[src/rtl/iram_loader.sv]
// iram_loader
//   Assembles a byte stream into 32-bit little-endian words and writes them
//   into an instruction RAM, starting at a word address captured with start.
//   A flush ends the session, committing any partially filled word with
//   byte-lane enables for the lanes that were actually filled.
//
// Ports
//   clk_i, rst_i        clock, asynchronous active-high reset
//   start_i             begin a session (honoured only while idle)
//   base_addr_i         word address of the first word, captured with start_i
//   byte_valid_i        byte offered on byte_data_i
//   byte_data_i         byte of the program image
//   byte_ready_o        loader accepts a byte this cycle
//   flush_i             end of stream
//   wr_en_o             RAM write strobe (registered)
//   wr_addr_o           RAM word address (registered)
//   wr_data_o           RAM write data, zero when no write (registered)
//   wr_byte_en_o        RAM byte-lane enables, zero when no write (registered)
//   busy_o              session in progress
//   done_o              one-cycle pulse at session end
//   overflow_o          sticky: session reached capacity, further bytes refused
//   word_cnt_o          words written in the current or last session
module iram_loader #(
  parameter int XLEN      = 32,
  parameter int MAX_WORDS = 8192
) (
  input  logic            clk_i,
  input  logic            rst_i,
  input  logic            start_i,
  input  logic [XLEN-1:0] base_addr_i,
  input  logic            byte_valid_i,
  input  logic [7:0]      byte_data_i,
  output logic            byte_ready_o,
  input  logic            flush_i,
  output logic            wr_en_o,
  output logic [XLEN-1:0] wr_addr_o,
  output logic [XLEN-1:0] wr_data_o,
  output logic [3:0]      wr_byte_en_o,
  output logic            busy_o,
  output logic            done_o,
  output logic            overflow_o,
  output logic [XLEN-1:0] word_cnt_o
);

  typedef enum logic [1:0] {S_IDLE, S_LOAD, S_FLUSH, S_DONE} state_t;

  localparam logic [XLEN-1:0] MaxWordsW = XLEN'(MAX_WORDS);

  state_t          state_q, state_d;
  logic [XLEN-1:0] addr_q, addr_d;
  logic [1:0]      lane_q, lane_d;
  logic [23:0]     buf_q, buf_d;
  logic [XLEN-1:0] cnt_q, cnt_d;
  logic            ovf_q, ovf_d;
  logic            wr_en_q, wr_en_d;
  logic [XLEN-1:0] wr_addr_q, wr_addr_d;
  logic [XLEN-1:0] wr_data_q, wr_data_d;
  logic [3:0]      wr_be_q, wr_be_d;
  logic            byte_ready;
  logic            byte_accept;

  assign byte_ready  = (state_q == S_LOAD) && !ovf_q;
  assign byte_accept = byte_ready && byte_valid_i;

  always_comb begin
    state_d   = state_q;
    addr_d    = addr_q;
    lane_d    = lane_q;
    buf_d     = buf_q;
    cnt_d     = cnt_q;
    ovf_d     = ovf_q;
    wr_en_d   = 1'b0;
    wr_addr_d = wr_addr_q;
    wr_data_d = '0;
    wr_be_d   = 4'b0000;

    case (state_q)
      S_IDLE: begin
        if (start_i) begin
          state_d = S_LOAD;
          addr_d  = base_addr_i;
          lane_d  = 2'd0;
          buf_d   = '0;
          cnt_d   = '0;
          ovf_d   = 1'b0;
        end
      end

      S_LOAD: begin
        if (byte_accept) begin
          if (lane_q == 2'd3) begin
            // Lane 3 completes the word; the write leaves on the next edge
            // while lane 0 of the following word is already free.
            wr_en_d   = 1'b1;
            wr_addr_d = addr_q;
            wr_data_d = XLEN'({byte_data_i, buf_q});
            wr_be_d   = 4'b1111;
            addr_d    = addr_q + XLEN'(1);
            cnt_d     = cnt_q + XLEN'(1);
            lane_d    = 2'd0;
            buf_d     = '0;
            if (cnt_d == MaxWordsW) ovf_d = 1'b1;
          end else begin
            case (lane_q)
              2'd0:    buf_d[7:0]   = byte_data_i;
              2'd1:    buf_d[15:8]  = byte_data_i;
              default: buf_d[23:16] = byte_data_i;
            endcase
            lane_d = lane_q + 2'd1;
          end
        end
        // A byte taken in the same cycle is already packed above, so the
        // flush sees the updated lane index.
        if (flush_i) state_d = S_FLUSH;
      end

      S_FLUSH: begin
        // Unfilled lanes of buf_q are still zero from the last clear.
        if (lane_q != 2'd0 && !ovf_q) begin
          wr_en_d   = 1'b1;
          wr_addr_d = addr_q;
          wr_data_d = XLEN'({8'h00, buf_q});
          case (lane_q)
            2'd1:    wr_be_d = 4'b0001;
            2'd2:    wr_be_d = 4'b0011;
            default: wr_be_d = 4'b0111;
          endcase
          addr_d = addr_q + XLEN'(1);
          cnt_d  = cnt_q + XLEN'(1);
          if (cnt_d == MaxWordsW) ovf_d = 1'b1;
        end
        lane_d  = 2'd0;
        buf_d   = '0;
        state_d = S_DONE;
      end

      S_DONE: state_d = S_IDLE;

      default: state_d = S_IDLE;
    endcase
  end

  always_ff @(posedge clk_i or posedge rst_i) begin
    if (rst_i) begin
      state_q   <= S_IDLE;
      addr_q    <= '0;
      lane_q    <= 2'd0;
      buf_q     <= '0;
      cnt_q     <= '0;
      ovf_q     <= 1'b0;
      wr_en_q   <= 1'b0;
      wr_addr_q <= '0;
      wr_data_q <= '0;
      wr_be_q   <= 4'b0000;
    end else begin
      state_q   <= state_d;
      addr_q    <= addr_d;
      lane_q    <= lane_d;
      buf_q     <= buf_d;
      cnt_q     <= cnt_d;
      ovf_q     <= ovf_d;
      wr_en_q   <= wr_en_d;
      wr_addr_q <= wr_addr_d;
      wr_data_q <= wr_data_d;
      wr_be_q   <= wr_be_d;
    end
  end

  assign byte_ready_o = byte_ready;
  assign wr_en_o      = wr_en_q;
  assign wr_addr_o    = wr_addr_q;
  assign wr_data_o    = wr_data_q;
  assign wr_byte_en_o = wr_be_q;
  assign busy_o       = (state_q != S_IDLE);
  assign done_o       = (state_q == S_DONE);
  assign overflow_o   = ovf_q;
  assign word_cnt_o   = cnt_q;

endmodule
[config.mk]
export PLATFORM = sky130hd
export DESIGN_NAME = iram_loader
export DESIGN_NICKNAME = d
export VERILOG_FILES = /design/src/rtl/iram_loader.sv
export SDC_FILE = /design/constraint.sdc
export NUM_CORES = 1
export LEC_CHECK = 0
export ABC_CLOCK_PERIOD_IN_PS = 12000
export BUFFER_PORTS_ARGS = -buffer_cell sky130_fd_sc_hd__buf_2
export CAP_MARGIN = 20
export CORE_MARGIN = 1.5
export CORE_UTILIZATION = 50
export CTS_CLUSTER_SIZE = 8
export DETAILED_ROUTE_END_ITERATION = 8
export GPL_TIMING_DRIVEN = 0
export HOLD_SLACK_MARGIN = 0.15
export PLACE_DENSITY = 0.71
export SETUP_SLACK_MARGIN = 0.15
export SYNTH_ARGS = -nofsm -noshare
export SYNTH_HDL_FRONTEND = slang
export SYNTH_SLANG_ARGS = --single-unit
[constraint.sdc]
create_clock -name clk_i -period 12 [get_ports clk_i]
set_clock_uncertainty 0.15 [all_clocks]
set_input_delay 2.4 -clock clk_i [delete_from_list [all_inputs] [get_ports clk_i]]
set_output_delay 2.4 -clock clk_i [all_outputs]
set_load 0.005 [all_outputs]
# ---- After elaboration in Yosys (flattened, before gate mapping)
# Index checks and enable logic that the tools add are counted.
# W data, S select, Z words.
dict set report totals {
  input_bits 45
  out_inout_bits 105
  regBits 162
}
dict set report classes {
  n_mux 47
  eq_ne 15
  add_sub_neg 3
  reduce_logical 18
}
# op count
set op_table {}
lappend op_table {{$mux W32} 13}
lappend op_table {{$pmux W32 S3} 2}
lappend op_table {{$pmux W32 S2} 2}
lappend op_table {{$mux W24} 4}
lappend op_table {{$pmux W24 S3} 1}
lappend op_table {{$add A32 B1 Y32 const B} 2}
lappend op_table {{$eq A32 B14 Y1 const B} 1}
lappend op_table {{$mux W8} 3}
lappend op_table {{$reduce_and A4 Y1} 4}
lappend op_table {{$mux W2} 5}
lappend op_table {{$eq A2 B2 Y1 const B} 4}
lappend op_table {{$mux W1} 8}
lappend op_table {{$mux W4} 2}
lappend op_table {{$ne A2 B2 Y1 const B} 4}
lappend op_table {{$pmux W2 S4} 1}
lappend op_table {{$pmux W4 S2} 1}
lappend op_table {{$ne A3 B1 Y1 const B} 2}
lappend op_table {{$pmux W2 S3} 1}
lappend op_table {{$pmux W3 S2} 1}
lappend op_table {{$reduce_bool A2 Y1} 3}
lappend op_table {{$reduce_and A5 Y1} 1}
lappend op_table {{$eq A2 B1 Y1 const B} 2}
lappend op_table {{$logic_not A2 Y1} 2}
lappend op_table {{$logic_and A1 B1 Y1} 3}
lappend op_table {{other kinds (11)} 11}

# ---- Longest topological paths before layout
dict set report depth {
  depth_word 6
  ltp_mapped 11
  mapped_depth_nobuf 9
}

# ---- Worst setup path after synthesis
# No wires, ideal clock.
dict set report synth_path {
  path_type {input port to flip-flop}
  startpoint {input port byte_valid_i}
  endpoint {register cnt_q[18] (netlist: word_cnt_o[18])}
  slack_ps 8050
  setup_time_ps 96
  arrival_time_ps 3705
  path_stages 6
  path_cell_list {nand2b_1 a211oi_1 clkbuf_1 nand2_1 clkbuf_1 o31ai_1}
}
dict set report synth_via {
  elab_chain_cells 3
}
# item line_no
set synth_rtl {}
lappend synth_rtl {{start: declaration} 31} ;# input logic byte_valid_i,
lappend synth_rtl {{$logic_and A1 B1 Y1} 63} ;# assign byte_accept = byte_ready && byte_valid_i;
lappend synth_rtl {{$ne A2 B2 Y1 (no line)} --}
lappend synth_rtl {{$reduce_and A5 Y1 (no line)} --}
lappend synth_rtl {{end signal: assignment} 160} ;# cnt_q <= cnt_d;
lappend synth_rtl {{end: declaration} 53} ;# logic [XLEN-1:0] cnt_q, cnt_d;
# No other way between the ends.
# A chain may end at the register's enable or synchronous reset.

# ---- Worst setup path after layout
dict set report layout_path {
  startpoint {input port byte_valid_i}
  endpoint {register cnt_q[6] (netlist: word_cnt_o[6])}
}
# The elaborated chain is that of the path after synthesis.

==> run metrics <==
Synth Warn #=0; #FFs+latches synth=roughly 160; syn nets=872; final wirelength=approximately 20000 um; Max-Cap Viols=0; type of origin of the critical path=input pin; core box area=roughly 15000 sq um; CP arrival=between 4 and 5 ns; first drt pass iteration count=6; vias in the first global route=6294; PD cells=around 260 nW/um^2; main combinational cell family by area after synthesis=simple AND/OR/NAND/NOR gates; die height=between 100 and 150 um; Synth-to-Final Area Change=19.49%; min Tclk post-route=between 4 and 5 ns; HP Start=buf_q[15]; Final Hold Viols=0; Synth Area in Simple Gates=just over 20%; xor and xnor area share after synthesis=under 10%; Area after DPL=around 8800 sq um; Longest Clk Path Bufs=2; unrepaired setup endpoints after global routing=false; GRT busiest layer=met2; post-route ant nets=0; final setup margin=between 7 and 8 ns; starting density of the core=between 50% and 60%; gr ovfl total=0; post-CTS sizing=0; Critical path origin=byte_valid_i; Via Count=6700; routed len/inst=16.93 um; peak supply drop=about 0.00013 V; fillcell total=about 1400; # diodes=0; endpoints failing setup=0; Final HPWL DP=between 10000 and 15000 um; global routing usage on met1=between 30% and 40%; first-pass GRT wire length=between 30000 and 40000 um; Netlist Area Pre-Place=approximately 7800 sq um; WS Path Type=in2reg; Nets=1041; width of the die=between 100 and 150 um; static leakage=4.321 nW; initial antenna violation count=0; CTS Buf Count=17; post-route setup TNS=0 ns; Slew @ Worst Pin=roughly 0.86 ns; worst slew slack as a fraction of its limit=between 40% and 50%; Die Area=16300 sq um; met2 Resource Use GR=~39%; Worst R2R Start=word_cnt_o[11]; multiplexer share of the synthesized area=just over 5%; cts hold-fix bufs=0; pre-CTS setup slack=~7 ns; Total GRT Usage=25.09%; Hold Crit Class=reg2reg; ys flop type=dfrtp_1; CTS clk-pin slew, worst paths=about 0.060 ns; TritonCTS clock tree=done; Synth cell types=50; CTS sink count=161; setup bufs post-CTS=0; CP max FO=10; largest net degree at the start of global routing=112; Adder-Cell Fraction of Synth Area=between 1.5 and 2%; final worst path period share=between 30% and 40%; met3 usage=4.841%; Ports=150; Syn Area/Cell=between 9 and 10 sq um; final instance area=9289 sq um; GPL Wtd Cong=0.8747; Critical Path End Type=register; Async SR Flop Fraction=between 90% and 100%; Crit path required time=12.17 ns; CTS root buf=clkbuf_16; IO Port Bufs=roughly 150; Max Slew Vio Count=0; DRT iter0 DRCs=roughly 620; status=finished, final reports clean; EDFF count, synth=0; H-tree depth=4; Seq/Total Area, Yosys=around 52%; layout cells sized above 1=22.56%; cell count after synthesis=~800; number of core rows=45; worst skew pair latency=roughly 0.42 ns; DRC viols=0; post-synthesis compound-gate area fraction=15.79%; fmax=227.3 MHz; Vias/cell=5.673
[kinds of logic (layout without fill, tap and decap cells)]
family	count (synthesis)	count (layout)
AOI/OAI and AO/OA	211	211
DFF	161	161
buffers and inverters	70	248
xor gates and xnor gates	13	13
adders and majority gates	12	12
muxes	36	36
and+or+nand+nor	312	312
[sequential cells by signal (all words and copies together), names as in the netlist]
| signal | count |
|---|---|
| addr_q | 32 |
| overflow_o | 1 |
| wr_addr_o | 32 |
| wr_byte_en_o | 4 |
| word_cnt_o | 32 |
| buf_q | 24 |
| wr_data_o | 32 |
| state_q | 2 |
| lane_q | 2 |
[power breakdown]
| part | total [W] | switching [W] | internal, W |
|---|---|---|---|
| registers | 0.000834 | 0.000124 | 0.000710 |
| logic | 0.00111 | 0.000709 | 0.000403 |
| clock network | 0.000470 | 0.000203 | 0.000267 |
| total | 0.00242 | 0.00104 | 0.00138 |
[routing by layer]
layer / part of all wire (%) / routed length [um]
met1: 45 / 9098
met2: 46 / 9191
met3: 6.3 / 1256
met4: 2.3 / 452
met5: 0 / 0
[cell type report]
type / count / area (sq um) / area share [%]
Sequential cell: 161 / 4029 / 43.37
Clock buffer: 20 / 456.7 / 4.916
Buffer: 50 / 197.7 / 2.128
Clock inverter: 8 / 42.54 / 0.4580
Tap cell: 188 / 235.2 / 2.532
Timing Repair Buffer: 150 / 773.2 / 8.324
Multi-Input combinational cell: 584 / 3472 / 37.38
Inverter: 20 / 82.58 / 0.8890
[per-stage QoR]
stage	power, W	std cells	hold slack [ns]	util [%]
2_1_floorplan	0.001560	815	0.2922	-
3_3_place_gp	0.001915	1152	0.3034	57.59
3_5_place_dp	0.001939	1153	0.3134	57.82
4_1_cts	0.002415	1181	0.3260	61.10
5_1_grt	0.002582	1181	0.3436	61.10
6_report	0.002415	1181	0.3224	61.10
[cells in the mapped netlist (all sizes together) (3+ instances only)]
cell / count / area, sq um
clkbuf: 38 / 142.6
a21o: 14 / 105.1
nor2b: 20 / 125.1
a31oi: 6 / 37.54
and4: 8 / 70.07
and2: 23 / 143.9
nand2: 114 / 430.4
nand3: 49 / 245.2
nand4: 16 / 130.1
a21oi: 65 / 325.3
and3: 13 / 82.58
mux2: 32 / 360.4
xnor2: 10 / 87.58
o41ai: 4 / 35.03
inv: 20 / 75.07
o31ai: 21 / 162.6
or3: 6 / 42.54
nor2: 38 / 158.9
xor2: 3 / 26.28
ha: 12 / 150.1
buf: 12 / 55.05
dfrtp: 161 / 4029
nand2b: 7 / 43.79
mux2i: 4 / 40.04
o21ai: 78 / 390.4
o22ai: 11 / 68.82
nor3: 10 / 55.05
nor4: 6 / 37.54
[final timing paths]
| kind | depth (start not counted) | slack (ns) | to |
|---|---|---|---|
| hold reg to reg | 2 | 0.32 | buf_q[15] |
| setup reg to reg | 8 | 8.80 | overflow_o |
| max in group asynchronous | 3 | 9.03 | word_cnt_o[15] |
| min in group asynchronous | 2 | 1.83 | addr_q[21] |
| hold / removal | 2 | 0.32 | buf_q[15] |
| setup / recovery | 7 | 7.60 | word_cnt_o[6] |
[cell usage in the layout (no fill, tap or decap), types with 3 or more instances in the layout]
cell       netlist  layout
nand2b_1         7       7
o22ai_1         11      11
dfrtp_1        161     161
clkinv_2         0       7
nor2_1          37      37
clkbuf_16        0      17
nand2_1        113     113
buf_2            5     154
and3_1          12      12
o41ai_1          4       4
and4_1           8       8
nor2b_1         20      20
mux2_2          32      32
or3_1            5       5
nor3_1           9       9
ha_1            12      12
nand3_1         49      49
a31oi_1          6       6
xor2_1           3       3
and2_1          21      21
a21oi_1         65      65
inv_1           20      19
buf_1            6       6
xnor2_1         10      10
o31ai_1         20      20
mux2i_1          4       4
clkbuf_1        38      39
nand4_1         14      14
o21ai_0         76      76
nor4_1           6       6
a21o_1          14      14
[critical path, cell delays in order]
cell and delay (ns):
buf_2 0.10, nand2b_1 0.05, a211oi_1 0.50, clkbuf_1 0.44
nand2_1 0.38, clkbuf_1 0.37, o31ai_1 0.32
(Power assumes the default switching activity.)
